==> src/rtl/timer_bcd_countdown_pkg.sv <==
// Shared constants and helpers for the BCD mm:ss countdown timer.
package timer_bcd_countdown_pkg;

   localparam int         DIGIT_W      = 4;
   localparam logic [3:0] BCD_MAX      = 4'd9;
   localparam logic [3:0] SEC_TENS_MAX = 4'd5;

   // Limit a loaded digit to its legal maximum.
   function automatic logic [3:0] clamp_digit(input logic [3:0] d, input logic [3:0] mx);
      return (d > mx) ? mx : d;
   endfunction

endpackage

==> src/rtl/timer_bcd_countdown_digit.sv <==
// One BCD down/up digit with borrow and carry chaining.
module timer_bcd_countdown_digit
   import timer_bcd_countdown_pkg::*;
#(
   parameter logic [3:0] MAX = BCD_MAX
) (
   input  logic       clk,
   input  logic       clear,
   input  logic       load,
   input  logic [3:0] ld_val,
   input  logic       dec,
   input  logic       inc,
   input  logic       borrow_in,
   input  logic       carry_in,
   output logic [3:0] q,
   output logic       borrow_out,
   output logic       carry_out,
   output logic       is_zero
);

   logic dec_en, inc_en;

   // A digit only moves when its lower neighbour rolls over.
   assign dec_en     = dec & borrow_in;
   assign inc_en     = inc & carry_in;
   assign borrow_out = dec_en & (q == 4'd0);
   assign carry_out  = inc_en & (q == MAX);
   assign is_zero    = (q == 4'd0);

   // Digit register: clear > load > decrement > increment.
   always_ff @(posedge clk) begin
      if (clear)       q <= 4'd0;
      else if (load)   q <= ld_val;
      else if (dec_en) q <= (q == 4'd0) ? MAX : q - 4'd1;
      else if (inc_en) q <= (q == MAX) ? 4'd0 : q + 4'd1;
   end

endmodule

==> src/rtl/timer_bcd_countdown.sv <==
// Parametrised BCD mm:ss countdown timer with load, +1 minute and expiry pulse.
module timer_bcd_countdown
   import timer_bcd_countdown_pkg::*;
#(
   parameter int MIN_DIGITS = 2,
   parameter int TICK_DIV   = 1
) (
   input  logic                        clk,
   input  logic                        clear,
   input  logic                        enable,
   input  logic                        load,
   input  logic                        add_min,
   input  logic [4*(MIN_DIGITS+2)-1:0] data,
   output logic [3:0]                  so,
   output logic [3:0]                  st,
   output logic [4*MIN_DIGITS-1:0]     min,
   output logic                        zero,
   output logic                        done,
   output logic                        running
);

   localparam int ND = MIN_DIGITS + 2;                 // digit 0 = so, 1 = st, 2.. = minutes
   localparam int PW = (TICK_DIV > 1) ? $clog2(TICK_DIV) : 1;
   localparam logic [PW-1:0] PLAST = PW'(TICK_DIV - 1);

   logic [ND-1:0][3:0]     q;
   logic [ND-1:0][3:0]     ldv;
   logic [ND-1:0]          bo, co, iz;
   logic [MIN_DIGITS-1:0]  min_nine;
   logic [PW-1:0]          presc;
   logic                   sat, tick, dec, inc, dig_load, done_nxt;
   logic                   unused_ok;

   assign zero     = &iz;
   assign running  = enable & ~zero;
   assign tick     = enable & ~zero & (presc == PLAST);
   assign sat      = &min_nine;
   // +1 minute on an all-nines minute field saturates the whole display.
   assign dig_load = load | (add_min & sat);
   assign dec      = tick & ~load & ~add_min;
   assign inc      = add_min & ~load & ~sat;
   assign done_nxt = dec & (&iz[ND-1:1]) & (q[0] == 4'd1);

   assign so = q[0];
   assign st = q[1];

   genvar i;
   generate
      for (i = 0; i < ND; i++) begin : g_dig
         localparam logic [3:0] DMAX = (i == 1) ? SEC_TENS_MAX : BCD_MAX;
         logic inc_d, cin_d, bin_d;

         assign ldv[i] = load ? clamp_digit(data[4*i +: 4], DMAX) : DMAX;
         assign bin_d  = (i == 0) ? 1'b1 : bo[(i == 0) ? 0 : i-1];
         assign inc_d  = (i >= 2) ? inc : 1'b0;
         assign cin_d  = (i <= 2) ? 1'b1 : co[(i == 0) ? 0 : i-1];

         timer_bcd_countdown_digit #(.MAX(DMAX)) u_dig (
            .clk       (clk),
            .clear     (clear),
            .load      (dig_load),
            .ld_val    (ldv[i]),
            .dec       (dec),
            .inc       (inc_d),
            .borrow_in (bin_d),
            .carry_in  (cin_d),
            .q         (q[i]),
            .borrow_out(bo[i]),
            .carry_out (co[i]),
            .is_zero   (iz[i])
         );

         if (i >= 2) begin : g_min
            assign min[4*(i-2) +: 4] = q[i];
            assign min_nine[i-2]     = (q[i] == BCD_MAX);
         end
      end
   endgenerate

   // Borrow out of the top digit and carries out of the seconds digits never feed anything.
   assign unused_ok = &{bo[ND-1], co[1:0], co[ND-1]};

   // Prescaler: advances on enabled non-zero clocks, parked at 0 while the count is zero.
   always_ff @(posedge clk) begin
      if (clear || load)  presc <= '0;
      else if (zero)      presc <= '0;
      else if (enable)    presc <= (presc == PLAST) ? '0 : presc + PW'(1);
   end

   // Expiry pulse: set only when a decrement takes 00:01 to 00:00.
   always_ff @(posedge clk) begin
      if (clear || load) done <= 1'b0;
      else               done <= done_nxt;
   end

endmodule

==> config.mk <==
export PLATFORM = sky130hd
export DESIGN_NAME = timer_bcd_countdown
export DESIGN_NICKNAME = d
export VERILOG_FILES = /design/src/rtl/timer_bcd_countdown_pkg.sv /design/src/rtl/timer_bcd_countdown_digit.sv /design/src/rtl/timer_bcd_countdown.sv
export SDC_FILE = /design/constraint.sdc
export NUM_CORES = 1
export LEC_CHECK = 0
export CORE_ASPECT_RATIO = 1.25
export CORE_UTILIZATION = 42
export CTS_BUF_LIST = sky130_fd_sc_hd__clkbuf_8
export CTS_CLUSTER_SIZE = 8
export DETAILED_ROUTE_END_ITERATION = 10
export PLACE_DENSITY = 0.79
export SLEW_MARGIN = 15
export SYNTH_ARGS = -nofsm -noshare
export SYNTH_HDL_FRONTEND = slang
export SYNTH_SLANG_ARGS = --single-unit
==> constraint.sdc <==
create_clock -name clk -period 3.85 [get_ports clk]
set_input_delay 0.385 -clock clk [delete_from_list [all_inputs] [get_ports clk]]
set_output_delay 0.385 -clock clk [all_outputs]
set_load 0.1 [all_outputs]
# Word-level counts from Yosys, hierarchy flattened
# Cells that the tools add are included.
[op_classes]
n_addsub = 7
magnitude_cmp = 4
eq_ne = 3
n_reduce_logical = 13
bitwise_logic = 23
n_mux = 25
[ops]
columns = ["op", "count"]
rows = [
  ["4-bit two-way mux", 24],
  ["1-bit AND", 17],
  ["4-bit logical NOT", 4],
  ["4-bit by 1-bit subtractor with 4-bit output (second input constant)", 4],
  ["4-bit > comparator (second input constant)", 3],
  ["4-bit by 1-bit adder with 4-bit output (second input constant)", 2],
  ["4-bit == test (second input constant)", 2],
  ["3-bit nonzero test", 2],
  ["1-bit NOT", 5],
  ["4-bit by 1-bit == test with 1-bit output (second input constant)", 1],
  ["4-bit by 3-bit > comparator with 1-bit output (second input constant)", 1],
  ["4-bit AND reduction", 1],
  ["2-bit nonzero test", 2],
  ["3-bit AND reduction", 1],
  ["2-bit AND reduction", 1],
  ["2-bit OR reduction", 1],
  ["1-bit adder (second input constant)", 1],
  ["1-bit logical OR", 1],
  ["1-bit two-way mux", 1],
  ["1-bit OR", 1],
]
[totals]
regBits = 18
inputBits = 21
word_cells = 81

# Logic depth before layout (Yosys ltp)
[depth]
word_depth = 15
depth_mapped = 7

# Cells and area by module
# From an unflattened synthesis, not the netlist that was laid out.
[unflattened]
hier_cells = 217
hier_area_um2 = 1626.6
[by_module_without_submodules]
columns = ["module", "instances", "area_per_inst_um2", "seq_area_each_um2", "cells_each"]
rows = [
  ["timer_bcd_countdown_digit at g_dig[0].u_dig ...", 3, 346.6, 80.1, 43],
  ["timer_bcd_countdown_digit at g_dig[1].u_dig", 1, 322.8, 80.1, 43],
  ["timer_bcd_countdown", 1, 264.0, 20.0, 45],
]

# Least setup slack after synthesis
# Ideal clock, no wire load.
[synth_timing]
path_type = "register to output"
startpoint = "register g_dig[3].u_dig.q[2]"
endpoint = "output port running"
path_stages_with_launch = 6
arrival_ns = 5.023
required_time_ns = 3.465
slack_ns = -1.558
path_cell_list = "dfxtp_1 -> clkbuf_1 -> nor4_2 -> nand2_1 -> nor3_1 -> nor2b_1"
[synth_between]
elab_chain_len = 4
[synth_lines]
columns = ["item", "line", "source"]
rows = [
  ["start, declared", "timer_bcd_countdown_digit.sv:15", "output logic [3:0] q,"],
  ["start signal, assigned", "timer_bcd_countdown_digit.sv:33", "else if (load) q <= ld_val;"],
  ["start signal, assigned", "timer_bcd_countdown_digit.sv:34", "else if (dec_en) q <= (q == 4'd0) ? MAX : q - 4'd1;"],
  ["start signal, assigned", "timer_bcd_countdown_digit.sv:35", "else if (inc_en) q <= (q == MAX) ? 4'd0 : q + 4'd1;"],
  ["4-bit logical NOT", "--", ""],
  ["4-bit AND reduction", "timer_bcd_countdown.sv:34", "assign zero = &iz;"],
  ["named net zero", "timer_bcd_countdown.sv:17", "output logic zero,"],
  ["1-bit NOT", "timer_bcd_countdown.sv:35", "assign running = enable & ~zero;"],
  ["1-bit AND", "timer_bcd_countdown.sv:35", ""],
  ["end, declared", "timer_bcd_countdown.sv:19", "output logic running"],
]
# The timed path passes the listed nets, and every way through them passes these cells.

# Worst setup path in the final report
[layout_timing]
startpoint = "register g_dig[3].u_dig.q[2]"
endpoint = "output port running"
[layout_between]
elab_chain_len = 4
[layout_lines]
columns = ["item", "line"]
rows = [
  ["4-bit logical NOT", "--"],
  ["4-bit AND reduction", "timer_bcd_countdown.sv:34"],
  ["1-bit NOT", "timer_bcd_countdown.sv:35"],
  ["1-bit AND", "timer_bcd_countdown.sv:35"],
]
# Every way passes these cells.

==> impl_results.md <==
* Share of layout cells above drive strength 1 at 8.057%
* Pwr Density at 352.6 nW/um^2
* Number of storage elements in the synthesis netlist at 17
* Leakage power at approximately 0.63 nW
* Weighted congestion reported at the end of routability-driven placement at 0.8742
* Number of buffers inserted by hold repair at cts at 0
* Number of flops mapped to enable cells by yosys at 0
* Share of power burned in combinational logic at 44.7%
* Sequential cell area fraction in the yosys report at 24.24%
* Clock tree from TritonCTS: built
* Overall track demand over capacity in global routing at between 20% and 30%
* Die Span X at 53.71 um
* Total setup buffers inserted after CTS at 0
* Clock latency of the later-clocked register in the worst-skew pair at 260 ps
* CP arrival at approximately 2700 ps
* Sequential share of power at around a third
* Placeable core area at 3194 sq um
* Wire length after detailed routing at 3798 um
* I/O pins at 40
* Net switching component of the power at 0.2952 mW
* Antenna violations before repair at 0
* Sinks on the clock net at 17
* Count of synthesis-stage warnings from yosys at 0
* Average detailed-routed wire length per instance at around 15 um
* Asr flop ratio synth at 0%
* Floorplan die height at 66.64 um
* Via count of the first global-routing pass at 1324
* Port-buffer cells at 39
* Distinct cell type count of the synthesized netlist at 56
* Sw Ratio at 45.49%
* Relative area change from synthesis to final layout at 31.11%
* Cell Rows at 23
* Type of the most critical hold path: reg -> reg
* Slew of the pin with the lowest slew margin at just under 1000 ps
* Net count of the finished layout at 233
* Mapped Cells at 181
* Outcome: completed
* Starting Density at between 40% and 50%
* Mapped Nets at ~200
* Worst setup slack for register-to-register paths at 1440 ps
* Int Pwr at between 0.3 and 0.4 mW
* Maximum level of the CTS H-tree at 1
* Number of CTS-inserted buffers at 3
* Via/cell ratio at around 6.4
* Buffer cell driving the clock tree root: sky130_fd_sc_hd__clkbuf_8
* Total count of hold-check failures in the final report at 0
* Cell area after layout at 1841 sq um
* Req. time, crit path at 3460 ps
* Final worst path period share at 81.27%
* IR drop worst, VDD at 0.2717 mV
* Count of inserted antenna diode cells at 0
* Clock network fraction of design power at 21.3%
* Tmin final at 3129 ps
* Number of fill cells at 276
* DRC viols at 0
* Final worst clock skew at 3.031 ps
* Total overflow reported by the global router at 0
* Maximum fanout encountered on the critical timing path at 11
* Final setup fails at 0
* CP Capture Type: output port
* Element type at the critical path start: register
* RSZ-0062 raised after global routing: false
* Final total negative setup slack at 0 ps
* Maximum number of pins on one net before global-route repair at 20
* Main synth FF type: sky130_fd_sc_hd__dfxtp_1
* TritonRoute pass-1 iters at 4
* Antenna-violating nets left at 0
* WS Path Type: reg -> out
* Syn Std Cell Area at 1404 sq um
* Iteration-0 DRC Markers at 53
* Slew headroom at between 30% and 40%
* Post-cts repair resize count at 0
* Global-route wire length before repair at 6279 um
* Mean instance size in the synthesized netlist at slightly below 8 sq um
* Fmax at about 320 MHz
* Number of max-capacitance violations reported at 0
* Placed standard-cell area at 1795 sq um
* Worst-case clock buffer depth at 2
* Number of slew-limit violations in the final report at 0
* Die outline area at 3579 sq um
* Detail Placement HPWL at roughly 2700 um
* Clock-pin slew of the registers on the worst-case setup and hold paths at 70 ps
* Routed vias at 1585
-- power groups by stage --
| stage | Sequential [mW] | Combinational, mW | Clock [mW] |
|---|---|---|---|
| 6_report | 0.220 | 0.290 | 0.138 |
| 5_1_grt | 0.224 | 0.309 | 0.148 |
| 4_1_cts | 0.220 | 0.290 | 0.141 |
| 3_5_place_dp | 0.224 | 0.288 | 0 |
| 3_3_place_gp | 0.223 | 0.287 | 0 |
| 2_1_floorplan | 0.301 | 0.142 | 0 |
-- through the flow --
step	worst slack, ps	util [%]	power, mW	hold WS (ps)	instances
2_1_floorplan	265.8	-	0.4429	589.8	181
3_3_place_gp	1034	56.21	0.5101	508.9	244
3_5_place_dp	1006	56.21	0.5117	517.5	244
4_1_cts	703.2	57.62	0.6506	531.9	248
5_1_grt	512.1	57.62	0.6819	548.0	248
6_report	721.2	57.62	0.6490	536.2	248
-- Yosys cell counts (3+ instances only) --
cell type                   instances  area (sq um)
sky130_fd_sc_hd__dfxtp_1           17         340.3
sky130_fd_sc_hd__nand2_1           17         63.81
sky130_fd_sc_hd__nor4_1             5         31.28
sky130_fd_sc_hd__a21oi_1           10         50.05
sky130_fd_sc_hd__nand4_1            3         18.77
sky130_fd_sc_hd__nor3_1             5         25.02
sky130_fd_sc_hd__xor2_1             3         26.28
sky130_fd_sc_hd__a311oi_1           3         26.28
sky130_fd_sc_hd__nor2_1            23         86.33
sky130_fd_sc_hd__o21ai_0            8         40.04
sky130_fd_sc_hd__a32oi_1            3         26.28
sky130_fd_sc_hd__a31oi_1            5         31.28
sky130_fd_sc_hd__mux2i_1            4         40.04
sky130_fd_sc_hd__or4_1              3         22.52
sky130_fd_sc_hd__clkbuf_1           9         33.78
sky130_fd_sc_hd__buf_2              4         20.02
sky130_fd_sc_hd__inv_1              4         15.01
sky130_fd_sc_hd__a41oi_1            3         26.28
sky130_fd_sc_hd__nor3b_1            4         30.03
sky130_fd_sc_hd__a2111oi_0          3         26.28
-- flip-flops by register name, summed over array words and instances, names as in the netlist --
name           cells
done               1
g_dig.u_dig.q     16
-- layer usage --
metal  vias to the layer above  track usage (%)  routed length (um)
met5                         -                0                   0
met4                         0            7.895                  70
met3                         7            2.055                 257
met2                        69            38.12                1914
met1                       738            31.28                1555
li1                        771                -                   -
-- worst max-delay path, cell delays in order (launching register included) --
cell	delay [ps]
sky130_fd_sc_hd__dfxtp_1	420
sky130_fd_sc_hd__nor4_2	530
sky130_fd_sc_hd__nand2_1	260
sky130_fd_sc_hd__nor3_4	250
sky130_fd_sc_hd__nor2b_1	60
sky130_fd_sc_hd__clkdlybuf4s50_1	960
-- kinds of logic (layout without fill, tap and decap cells) --
kind of cell,count (synthesis),in the layout,share of synthesized area (%)
buf+inv,20,50,6.238
simple gates,77,77,32.26
xor+xnor,4,4,2.496
mux,4,4,2.852
compound gates,59,59,31.91
flops,17,17,24.24
-- final cells by class --
cell class	count	area (sq um)	share of cell area, %
Clock inverter	1	3.754	0.2039
Tap cell	37	46.29	2.515
Sequential cell	17	340.3	18.49
Timing Repair Buffer	41	402.9	21.89
Clock buffer	3	41.29	2.243
Inverter	5	18.77	1.020
Multi-Input combinational cell	144	987.2	53.64
-- cell usage in the layout (no fill, tap or decap), types with 3 or more instances in the layout --
master and n:
sky130_fd_sc_hd__a2111oi_0 3, sky130_fd_sc_hd__a21oi_1 10, sky130_fd_sc_hd__a311oi_1 3, sky130_fd_sc_hd__a31oi_1 5, sky130_fd_sc_hd__a32oi_1 3, sky130_fd_sc_hd__a41oi_1 3, sky130_fd_sc_hd__buf_4 3, sky130_fd_sc_hd__clkbuf_8 3
sky130_fd_sc_hd__clkdlybuf4s50_1 38, sky130_fd_sc_hd__dfxtp_1 17, sky130_fd_sc_hd__inv_1 5, sky130_fd_sc_hd__mux2i_1 4, sky130_fd_sc_hd__nand2_1 17, sky130_fd_sc_hd__nand4_1 3, sky130_fd_sc_hd__nor2_1 23, sky130_fd_sc_hd__nor3_1 4
sky130_fd_sc_hd__nor3b_1 4, sky130_fd_sc_hd__nor4_1 5, sky130_fd_sc_hd__o21ai_0 8, sky130_fd_sc_hd__or4_1 3, sky130_fd_sc_hd__xor2_1 3
-- worst paths after layout --
check                              to                 from  cells past startpoint
setup / recovery              running  g_dig[3].u_dig.q[2]                      5
hold / removal    g_dig[1].u_dig.q[3]  g_dig[1].u_dig.q[3]                      1
setup reg to reg  g_dig[3].u_dig.q[1]  g_dig[1].u_dig.q[0]                      5
hold reg to reg   g_dig[1].u_dig.q[3]  g_dig[1].u_dig.q[3]                      1
Note: power is estimated with default switching activity, not from simulation.
